**src/rtl/stitch_pipeline_pkg.sv**
```systemverilog
// Shared defaults and helpers for the valid/ready add-constant pipeline.
package stitch_pipeline_pkg;

  localparam int unsigned DefaultWidth    = 32;
  localparam int unsigned DefaultStages   = 2;
  localparam int unsigned DefaultAddConst = 7;

  // Bits needed to count 0..stages occupied slots.
  function automatic int unsigned occ_width(input int unsigned stages);
    return $clog2(stages + 1);
  endfunction

endpackage

```
**src/rtl/stitch_pipeline_stage.sv**
```systemverilog
// One pipeline slot: valid bit, payload register and its add-constant input.
module stitch_pipeline_stage
  import stitch_pipeline_pkg::*;
#(
  parameter int unsigned WIDTH     = DefaultWidth,
  parameter int unsigned ADD_CONST = DefaultAddConst
) (
  input  logic             clk_i,
  input  logic             rst_i,
  input  logic             flush_i,
  input  logic             up_valid_i,
  input  logic [WIDTH-1:0] up_data_i,
  input  logic             down_ready_i,
  output logic             valid_o,
  output logic [WIDTH-1:0] data_o
);

  localparam logic [WIDTH-1:0] AddConst = WIDTH'(ADD_CONST);

  logic             valid_q;
  logic [WIDTH-1:0] data_q;
  logic             ready;

  // Slot can take a new item if empty or if its current item leaves this cycle.
  assign ready = !valid_q || down_ready_i;

  always_ff @(posedge clk_i) begin
    if (rst_i) begin
      valid_q <= 1'b0;
      data_q  <= '0;
    end else if (flush_i) begin
      valid_q <= 1'b0;
    end else if (ready) begin
      valid_q <= up_valid_i;
      if (up_valid_i) begin
        data_q <= up_data_i + AddConst;
      end
    end
  end

  assign valid_o = valid_q;
  assign data_o  = data_q;

endmodule

```
**src/rtl/stitch_valid_pipeline.sv**
```systemverilog
// Elastic valid/ready pipeline adding ADD_CONST per stage.
// Optional occupancy output enabled by STITCH_PIPELINE_OCCUPANCY_EN.
module stitch_valid_pipeline
  import stitch_pipeline_pkg::*;
#(
  parameter int unsigned WIDTH     = DefaultWidth,
  parameter int unsigned STAGES    = DefaultStages,
  parameter int unsigned ADD_CONST = DefaultAddConst
) (
  input  logic             clk,
  input  logic             rst,
  input  logic             flush,
  input  logic             in_valid,
  output logic             in_ready,
  input  logic [WIDTH-1:0] in_data,
  output logic             out_valid,
  input  logic             out_ready,
  output logic [WIDTH-1:0] out_data
`ifdef STITCH_PIPELINE_OCCUPANCY_EN
  ,
  output logic [occ_width(STAGES)-1:0] occupancy
`endif
);

  logic [STAGES-1:0] stage_valid;
  logic [STAGES-1:0] up_valid;
  logic [STAGES-1:0] down_ready;
  logic [WIDTH-1:0]  stage_data [STAGES];
  logic [WIDTH-1:0]  up_data    [STAGES];

  // Ready of the stage after k, computed as a flat scan to keep the chain inside one process.
  always_comb begin
    down_ready = '0;
    down_ready[STAGES-1] = out_ready;
    for (int k = STAGES - 2; k >= 0; k--) begin
      down_ready[k] = down_ready[k+1] || !stage_valid[k+1];
    end
  end

  for (genvar k = 0; k < STAGES; k++) begin : g_stage
    if (k == 0) begin : g_head
      assign up_valid[k] = in_valid;
      assign up_data[k]  = in_data;
    end else begin : g_body
      assign up_valid[k] = stage_valid[k-1];
      assign up_data[k]  = stage_data[k-1];
    end

    stitch_pipeline_stage #(
      .WIDTH    (WIDTH),
      .ADD_CONST(ADD_CONST)
    ) u_stage (
      .clk_i       (clk),
      .rst_i       (rst),
      .flush_i     (flush),
      .up_valid_i  (up_valid[k]),
      .up_data_i   (up_data[k]),
      .down_ready_i(down_ready[k]),
      .valid_o     (stage_valid[k]),
      .data_o      (stage_data[k])
    );
  end

  assign in_ready  = (!stage_valid[0] || down_ready[0]) && !flush && !rst;
  assign out_valid = stage_valid[STAGES-1];
  assign out_data  = stage_data[STAGES-1];

`ifdef STITCH_PIPELINE_OCCUPANCY_EN
  localparam int unsigned OccWidth = occ_width(STAGES);

  logic [OccWidth-1:0] occ_d;
  logic [OccWidth-1:0] occ_q;

  // Count the valid bits as they will be after this edge.
  always_comb begin
    occ_d = '0;
    for (int k = 0; k < STAGES; k++) begin
      if (!stage_valid[k] || down_ready[k]) begin
        occ_d = occ_d + OccWidth'(up_valid[k]);
      end else begin
        occ_d = occ_d + OccWidth'(stage_valid[k]);
      end
    end
    if (rst || flush) begin
      occ_d = '0;
    end
  end

  always_ff @(posedge clk) begin
    if (rst) begin
      occ_q <= '0;
    end else begin
      occ_q <= occ_d;
    end
  end

  assign occupancy = occ_q;
`endif

endmodule
```
**config.mk**
```make
export PLATFORM = sky130hd
export DESIGN_NAME = stitch_valid_pipeline
export DESIGN_NICKNAME = d
export VERILOG_FILES = /design/src/rtl/stitch_pipeline_pkg.sv /design/src/rtl/stitch_pipeline_stage.sv /design/src/rtl/stitch_valid_pipeline.sv
export SDC_FILE = /design/constraint.sdc
export NUM_CORES = 1
export LEC_CHECK = 0
export ABC_CLOCK_PERIOD_IN_PS = 3000
export CAP_MARGIN = 20
export CORE_ASPECT_RATIO = 1.1
export CORE_MARGIN = 2
export CORE_UTILIZATION = 51
export CTS_CLUSTER_SIZE = 12
export DETAILED_ROUTE_END_ITERATION = 10
export HOLD_SLACK_MARGIN = 0.05
export PLACE_DENSITY = 0.77
export SLEW_MARGIN = 20
export SYNTH_ARGS = -nofsm -noshare
export SYNTH_HDL_FRONTEND = slang
export SYNTH_SLANG_ARGS = --single-unit
```
**constraint.sdc**
```tcl
create_clock -name clk -period 3 [get_ports clk]
set_clock_uncertainty 0.2 [all_clocks]
set_input_delay 0.6 -clock clk [delete_from_list [all_inputs] [get_ports clk]]
set_output_delay 0.6 -clock clk [all_outputs]
set_load 0.01 [all_outputs]
```
==> flow_summary.yaml <==
status:
  status: "finished, final reports clean"
detailed_routing:
  final_antenna_net_count: 0
  num_vias: 2994
  wl_per_cell_um: 13.0
  totalWireLength_um: 7290
  drc: 0
  drtIter0Drc: 150
  dr.pass1.iters: 4
  detail_route.vias_per_cell: 5.36
critical_path:
  path_class: "in2out"
  endpoint: "in_ready"
  rr_worst_depth: 5
  timing.critical_path.from: "out_ready"
  worstReg2RegStart: "g_stage[0].u_stage.data_o[3]$_SDFFE_PP0P_"
  startpoint_type: "input port"
  reg2reg_slack_ns: 0.65
  critical_path_arrival_ns: 1.97
  crit_fanout: 3
  end_kind: "output pin"
  critPathRequiredTime_ns: 2.20
  regToRegEndpoint: "g_stage[1].u_stage.data_o[25]$_SDFFE_PP0P_"
placement:
  portBuffers: 70
  gp_congestion: 0.860
  place_area_um2: 4200
  hpwlAfterDp_um: 5430
clock_network:
  cts_resized: 0
  clk_latency_ns: 0.34
  h-tree-depth: 3
  cts_tree: "yes"
  cts.sinks: 66
  clock_path_buffers: 2
  cts_made_buffers: 9
  cts_setup_buffers: 0
  cts_root_buf: "clkbuf_8"
  cts_hold_buf: 0
  clk_pin_slew_ns: 0.06
sta:
  max-slew-margin-rel: 0.561
  rsz0062_at_grt: "no"
  period_needed_ns: 2.77
  period_share: 0.923
  setup-tns-final_ns: 0
  worst_pin_slew_ns: 0.658
  hold_violations: 0
  whs_ns: 0.262
  final_max_slew_viol_count: 0
  fmaxAchievable_ghz: 0.361
  setup_violations: 0
synthesis:
  synth-xor-area-share: 0.126
  yosysTopAreaCell: "dfxtp_1"
  yosysSeqAreaShare: 0.387
  syn-cell-area_um2: 3410
  avgSynthCellArea_um2: 8.33
  yosys.area_share.simple: 0.277
  syn-num-nets: 449
  ys_warn_count: 0
  synth.area.mux_share: 0.0147
  synth_cell_types: 33
  synth_enable_flop_cells: 0
  synthFlopType: "dfxtp_1"
  synth_area_leaders: "dfxtp_1 (39%), a211oi_1 (10%), xor2_1 (7.4%)"
  synthesis.instances: 410
  synth_common_cells: "nor2_1 (67), dfxtp_1 (66), a211oi_1 (46)"
  ys_ff_latch: 66
  synthAdderAreaFrac: 0.00733
  synth_top_family_by_area: "simple AND/OR/NAND/NOR gates"
  async_flop_share: 0
  yosysMostFrequentCell: "nor2_1"
  synth_top_area_share: 0.387
  synth_compound_area_frac: 0.148
grt:
  grt.met2_usage: 0.313
  grt_util_met1: 0.290
  grt_usage: 0.208
  grtUsageMet3: 0.0502
  grt_max_degree: 67
  gr-total-overflow: 0
  grt_pass1_vias: 2689
  antenna_found_initial: 0
  grt_busiest_layer: "met2"
  grt_first_pass_wirelength_um: 12300
floorplan:
  coreArea_um2: 6520
  die-area_um2: 7360
  die_h_um: 89.8
  ios: 71
  fp.dieW_um: 82
  rows: 31
  start_util: 0.524
cells_and_area:
  fin_nets: 513
  n_fill_cell: 595
  syn_to_final_growth_pct: 28.2
  design_area_um2: 4370
  drive_above_1_share: 0.0545
  n_antenna_cell: 0
worst_hold_path:
  hp-class: "reg2reg"
power:
  leakage_nw: 1.43
  p_per_area_nw_per_um2: 436
  ir_drop_uv: 258
flow_run:
  cap_violations: 0
## cell families after synthesis
group	count (synthesis)
adders and majority gates	2
DFF	66
muxes	5
and+or+nand+nor	184
AOI/OAI and AO/OA	70
xor gates and xnor gates	49
buffers and inverters	34
## through the flow
step                utilization  setup WS, ns  std cells  power [mW]
finish                    0.671         0.231        559        1.91
CTS                       0.671         0.234        559        1.92
floorplan                     -         0.692        410        1.12
global route              0.671         0.118        559        2.00
global placement          0.645         0.190        545        1.24
detailed placement        0.645         0.168        545        1.25
## worst min path at each step
stage	cells past startpoint	from	end	slack, ns
after floorplan	2	g_stage[0].u_stage.data_o[15]$_SDFFE_PP0P_	g_stage[0].u_stage.data_o[15]$_SDFFE_PP0P_	0.26
after global placement	2	g_stage[1].u_stage.data_o[31]$_SDFFE_PP0P_	g_stage[1].u_stage.data_o[31]$_SDFFE_PP0P_	0.24
after detailed placement	2	g_stage[1].u_stage.data_o[31]$_SDFFE_PP0P_	g_stage[1].u_stage.data_o[31]$_SDFFE_PP0P_	0.26
after CTS	2	g_stage[1].u_stage.data_o[31]$_SDFFE_PP0P_	g_stage[1].u_stage.data_o[31]$_SDFFE_PP0P_	0.27
after global routing	2	g_stage[1].u_stage.data_o[31]$_SDFFE_PP0P_	g_stage[1].u_stage.data_o[31]$_SDFFE_PP0P_	0.31
final	2	g_stage[1].u_stage.data_o[31]$_SDFFE_PP0P_	g_stage[1].u_stage.data_o[31]$_SDFFE_PP0P_	0.26
## cells in the final DEF, fill, tap and decap left out, types with 4 or more instances in the layout
master / netlist / final
a211oi_1: 46 / 46
a311oi_1: 9 / 9
and2_1: 5 / 5
and3_1: 7 / 7
and4_1: 6 / 6
buf_4: 0 / 6
clkbuf_8: 0 / 9
clkdlybuf4s50_1: 0 / 69
dfxtp_1: 66 / 66
inv_1: 9 / 9
mux2i_1: 5 / 5
nand2_1: 20 / 20
nand2b_1: 6 / 6
nand3_1: 18 / 18
nand4_1: 18 / 18
nor2_1: 67 / 67
nor2b_1: 4 / 4
nor3_1: 10 / 10
nor4_1: 6 / 6
o21ai_0: 11 / 11
or3_1: 8 / 8
xnor2_1: 20 / 20
xor2_1: 29 / 29
## registers in the layout, indices dropped and copies added, names as in the netlist
name / flops
g_stage.u_stage.valid_o: 2
g_stage.u_stage.data_o: 64
## cell type report
class                           count  area, um^2  area share
Multi-Input combinational cell    310        1960       0.449
Clock inverter                      4        45.0      0.0103
Timing Repair Buffer               78         781       0.178
Sequential cell                    66        1320       0.302
Clock buffer                       10         128      0.0292
Inverter                            9        33.8     0.00772
Tap cell                           82         103      0.0235
## worst max-delay path, cell delays in order
cell	delay, ns
clkdlybuf4s50_1	0.48
and3b_1	0.21
nor3_1	0.13
clkdlybuf4s50_1	0.56
## power by group
group	leakage, nW	switching [mW]	internal (mW)
combinational	0.794	0.130	0.139
sequential	0.540	0.0404	0.920
clock	0.0918	0.306	0.370
total	1.43	0.476	1.43
## layer usage
layer / share of wire / up-vias / routed length (um)
li1: - / 1611 / -
met2: 0.45 / 67 / 3290
met3: 0.056 / 11 / 410
met5: 0 / - / 0
met4: 0.017 / 0 / 121
met1: 0.48 / 1305 / 3470
Note: power is estimated with default switching activity, not from simulation.
==> edit 1 (config.mk and constraints unchanged) <==
Change the package constant `DefaultWidth` from 32 to 40.
--- a/src/rtl/stitch_pipeline_pkg.sv
+++ b/src/rtl/stitch_pipeline_pkg.sv
@@ -2,5 +2,5 @@
 package stitch_pipeline_pkg;
 
-  localparam int unsigned DefaultWidth    = 32;
+  localparam int unsigned DefaultWidth    = 40;
   localparam int unsigned DefaultStages   = 2;
   localparam int unsigned DefaultAddConst = 7;
Ports: changed (resized in_data and out_data); port bits go from 71 to 87. No check against the original RTL was run, so the function may have changed too.
==> edit 1 against the original RTL <==
- setup slack worse by 63 ps
- routed wire length is 31% higher
- power is 22% higher
- sequential cell count is 16 higher
- design area is 26% higher
- largest cell class unchanged
- sequential share of layout area is 0.39 points lower
- register-to-register slack worse by 60 ps
- area after synthesis is 26% higher
==> edit 1: results (changes against the original RTL) <==
Synth
  – Yosys warns: 0 (unchanged)
  – Primary FF master, synth: dfxtp_1
  – Top cells by area, synth: dfxtp_1, a211oi_1, xor2_1
  – Synthesized net count: 566 (+26%)
  – Ys async rst share: 0% (unchanged)
  – Yosys cell types: 39 (+18%)
  – Post-synth top cells: nor2_1, dfxtp_1, a211oi_1
  – Sequential area share after synthesis: 38.3% (-0.44 points)

Route
  – Via count: 3873 (+29%)
  – Total Wirelength: 9560 um (+31%)
  – 1st-pass router iterations: 4 (unchanged)
  – Starting DRT DRC Count: 232 (+55%)

Setup path
  – Reg-to-Reg Start: g_stage[0].u_stage.data_o[11]$_SDFFE_PP0P_
  – Critical Path AT: 2030 ps (+60 ps)
  – Worst setup startpoint: out_ready
  – Worst-path maximum fanout: 4 (+1)
  – FF-to-FF path depth: 5 (unchanged)

Hold path
  – Min-delay src: g_stage[1].u_stage.data_o[3]$_SDFFE_PP0P_
  – HP Class: reg2reg
  – Number of cells on the worst hold path: 2 (unchanged)

Pwr
  – Pleak: 1.79 nW (+26%)
  – Maximum vdd ir drop: 0.201 mV (-22%)

Clock network
  – Num CTS Buffers: 9 (unchanged)
  – Clock root buffer: clkbuf_8
  – Resize count post-CTS: 0 (unchanged)
  – # H-tree levels: 3 (unchanged)
  – Clock Latency Late Sink: 340 ps (about the same)
  – Postcts setup bufs: 0 (unchanged)
  – Max clock buf depth: 2 (unchanged)
  – Worst-path clk slew: 80 ps (+20 ps)

Place
  – Routability cong.: 0.863 (+0.31%)
  – Final HPWL DP: 7150 um (+32%)
  – Port buffer count: 86 (+23%)

Global routing
  – GRT Total Usage: 21.3% (+0.47 points)
  – Largest net degree at the start of global routing: 84 (+25%)
  – Initial antenna violation count: 0 (unchanged)
  – GR Layer Usage met2: 33.9% (+2.6 points)
  – GRT met3 Usage: 3.15% (-1.9 points)
  – First-pass GRT wire length: 16000 um (+30%)
  – Met1 Track Usage GR: 29.6% (+0.62 points)
  – Most Crowded Layer GR: met2
  – Vias in the first global route: 3411 (+27%)

Final layout
  – Antenna cells: 0 (unchanged)
  – Fraction of layout cells with a size suffix above 1: 6.95% (+1.5 points)
  – FILL cells: 684 (+15%)
  – Final net count: 646 (+26%)
  – Number of flip-flops in the largest register: 80 (+25%)

STA
  – Final hold vios: 0 (unchanged)
  – Worst-Margin Slew: 812 ps (+154 ps)

Status
  – Outcome: finished clean
-- edit 1: changes by cell type after synthesis, sizes merged, moves of 5 or more --
cell,unedited run,this run
nor2,67,96
a211oi,46,66
nand4,18,36
xor2,29,46
dfxtp,66,82
clkbuf,18,26
nand2,20,26
o21ai,11,5
nand3,18,23
nor3,10,15
-- edit 1: critical path, cell delays in order --
cell             delay, ps
clkdlybuf4s50_1        400
nor2b_1                240
and2_1                 250
nor3_1                  60
clkdlybuf4s50_1        480
-- edit 1: final timing paths --
kind	to	slack, ps
setup / recovery	in_ready	170
hold / removal	g_stage[1].u_stage.data_o[3]$_SDFFE_PP0P_	260
setup reg to reg	g_stage[1].u_stage.data_o[34]$_SDFFE_PP0P_	590
hold reg to reg	g_stage[1].u_stage.data_o[3]$_SDFFE_PP0P_	260
-- edit 1: logic make-up (layout without fill, tap and decap cells) --
family                     count (synthesis)  after routing  synth area share, %
buffers and inverters                     40            125                 3.59
muxes                                      1              1                0.233
DFF                                       82             82                 38.3
AOI/OAI and AO/OA                         86             86                 14.8
and+or+nand+nor                          242            242                 29.0
adders and majority gates                  2              2                0.583
xor gates and xnor gates                  66             66                 13.5
-- edit 1: area by class of cell --
cell class	count	area (sq um)	share of cell area, %
Clock inverter	4	50.0	0.909
Sequential cell	82	1640	29.8
Tap cell	111	139	2.52
Inverter	10	37.5	0.682
Timing Repair Buffer	99	978	17.8
Multi-Input combinational cell	397	2500	45.5
Clock buffer	12	155	2.82
-- edit 1: per-layer routing --
metal,vias up,wire (um)
met1,1688,4650
met4,0,161
met2,119,4280
met3,13,463
met5,-,0
li1,2053,-
-- edit 1: metrics by stage --
step | cell area [sq um] | setup slack [ps] | instances | utilization, % | total power [mW]
floorplan | 4290 | 623 | 519 | - | 1.39
global placement | 5300 | 199 | 699 | 64.0 | 1.54
detailed placement | 5300 | 158 | 699 | 64.0 | 1.55
CTS | 5510 | 155 | 715 | 66.5 | 2.34
global route | 5510 | 86.9 | 715 | 66.5 | 2.43
finish | 5510 | 168 | 715 | 66.5 | 2.33
-- edit 1: report_power, final --
| group | internal (mW) | total [mW] | switching (mW) |
|---|---|---|---|
| clock network | 0.429 | 0.798 | 0.369 |
| registers | 1.14 | 1.20 | 0.0573 |
| logic | 0.168 | 0.327 | 0.159 |
==> edit 2 (same flow settings) <==
Made on the original files. Build with the macro `STITCH_PIPELINE_OCCUPANCY_EN` defined.
--- a/src/rtl/stitch_valid_pipeline.sv
+++ b/src/rtl/stitch_valid_pipeline.sv
@@ -1,4 +1,6 @@
 // Elastic valid/ready pipeline adding ADD_CONST per stage.
 // Optional occupancy output enabled by STITCH_PIPELINE_OCCUPANCY_EN.
+`define STITCH_PIPELINE_OCCUPANCY_EN
+
 module stitch_valid_pipeline
   import stitch_pipeline_pkg::*;
Check against the original RTL (old outputs only; new: occupancy): equivalent (Yosys induction, for registers that start in step).
==> edit 2 against the original RTL <==
- final cell count up 3.2%
- die area up 1.6%
- design area up 3.7%
- setup slack worse by 35 ps
- area after synthesis up 1.7%
- power up 4.4%
- sequential share of layout area down 0.18 points
- sequential cell count up 2
- routed wire length up 0.81%
==> edit 2: results (changes against the original RTL) <==
Global routing
  – Vias in the first global route: 2853 (+6.1%)
  – Largest net degree at the start of global routing: 69 (+3.0%)
  – First-pass GRT wire length: 12700 um (+3.4%)
  – GRT Total Usage: 21.3% (+0.45 points)
  – Grt ovf: 0 (unchanged)

Setup path
  – Reg2Reg Setup Slack: 520 ps (-130 ps)
  – Reg-to-reg critical path endpoint: g_stage[1].u_stage.data_o[21]$_SDFFE_PP0P_
  – Critical path's top delay family: buffers and inverters
  – Worst-path maximum fanout: 3 (unchanged)
  – Critical Path AT: 2000 ps (+30 ps)
  – CP max stage cell: clkdlybuf4s50_1

Route
  – Total Wirelength: 7350 um (+0.81%)
  – Starting DRT DRC Count: 141 (-6.0%)

Final layout
  – Final net count: 531 (+3.5%)
  – FILL cells: 552 (-7.2%)
  – Fin cells: 577 (+3.2%)
  – Fraction of layout cells with a size suffix above 1: 8.08% (+2.6 points)

Place
  – Post-placement cell area: 4350 sq um (+3.5%)
  – Port buffer count: 72 (+2.9%)
  – Placed cell count: 562 (+3.1%)
  – Final HPWL DP: 5520 um (+1.7%)
  – Routability cong.: 0.846 (-1.7%)

Status
  – Outcome: finished clean

Synth
  – Post-synth top cells: nor2_1, dfxtp_1, a211oi_1
  – Synth Area per Inst: 8.29 sq um (-0.46%)
  – Sequential area share after synthesis: 39.2% (+0.50 points)
  – Yosys cell types: 30 (-9.1%)
  – Top cells by area, synth: dfxtp_1, a211oi_1, xnor2_1
  – Synthesized net count: 459 (+2.2%)

STA
  – Max_slew headroom: 54.0% (-2.2 points)
  – Hold Slack: 295 ps (+33.3 ps)

Clock network
  – Worst-path clk slew: 60 ps (about the same)

Pwr
  – Maximum vdd ir drop: 0.302 mV (+17%)
  – Pleak: 1.45 nW (+1.7%)
  – Switching share of total power: 25.2% (+0.22 points)
-- edit 2: cell types whose count changed after synthesis, sizes merged, moves of 9 or more --
| cell | delta |
|---|---|
| nor2 | +9 |
| nor3 | +10 |
| a211oi | +14 |
| xnor2 | +18 |
| xor2 | -9 |
| o21ai | -11 |
-- edit 2: layer usage --
layer	routed length [um]	track usage [%]	vias to the layer above
met3	305	3.80	16
met1	3620	30.0	1359
met4	169	9.02	0
met5	0	0	-
met2	3260	31.6	82
li1	-	-	1620
-- edit 2: layout make-up --
type / instances / area, sq um / area share [%]
Sequential cell: 68 / 1360 / 30.0
Multi-Input combinational cell: 309 / 1960 / 43.3
Inverter: 14 / 52.6 / 1.16
Timing Repair Buffer: 89 / 868 / 19.2
Tap cell: 82 / 103 / 2.26
Clock inverter: 1 / 5.00 / 0.110
Clock buffer: 14 / 183 / 4.03
-- edit 2: per-stage QoR --
step,util [%],TNS (ps),setup slack (ps)
2_1_floorplan,-,0,627
3_3_place_gp,65.9,0,81.3
3_5_place_dp,65.9,-21.9,-21.9
4_1_cts,68.8,0,181
5_1_grt,68.8,0,88.6
6_report,68.8,0,196
-- edit 2: how the worst max path moves through the flow --
stage / from / end / slack (ps) / cells after the start
global route: out_ready / in_ready / 90 / 5
CTS: out_ready / in_ready / 180 / 5
global placement: in_data[17] / g_stage[0].u_stage.data_o[30]$_SDFFE_PP0P_ / 80 / 7
finish: out_ready / in_ready / 200 / 5
detailed placement: in_data[17] / g_stage[0].u_stage.data_o[28]$_SDFFE_PP0P_ / -20 / 7
floorplan: g_stage[0].u_stage.data_o[3]$_SDFFE_PP0P_ / g_stage[1].u_stage.data_o[21]$_SDFFE_PP0P_ / 630 / 6
-- edit 2: cells by family after synthesis --
kind of cell	after synthesis	share of synthesized area (%)
simple gates	184	26.3
flops	68	39.2
compound gates	62	13.6
xor+xnor	58	14.6
buf+inv	42	4.58
fa+ha+maj	3	1.08
mux	2	0.577
-- edit 2: power groups by stage --
stage               Combinational, mW  Clock [mW]  Sequential (mW)
floorplan                       0.156           0             1.01
global placement                0.291           0             1.01
detailed placement              0.298           0             1.01
CTS                             0.299       0.705            0.994
global route                    0.333       0.742             1.00
finish                          0.300       0.696            0.994
-- edit 2: tightest hold or removal path, stage by stage, from the launching register on --
cell and delay (ps):
dfxtp_1 310, nor2_1 90, a211oi_1 50
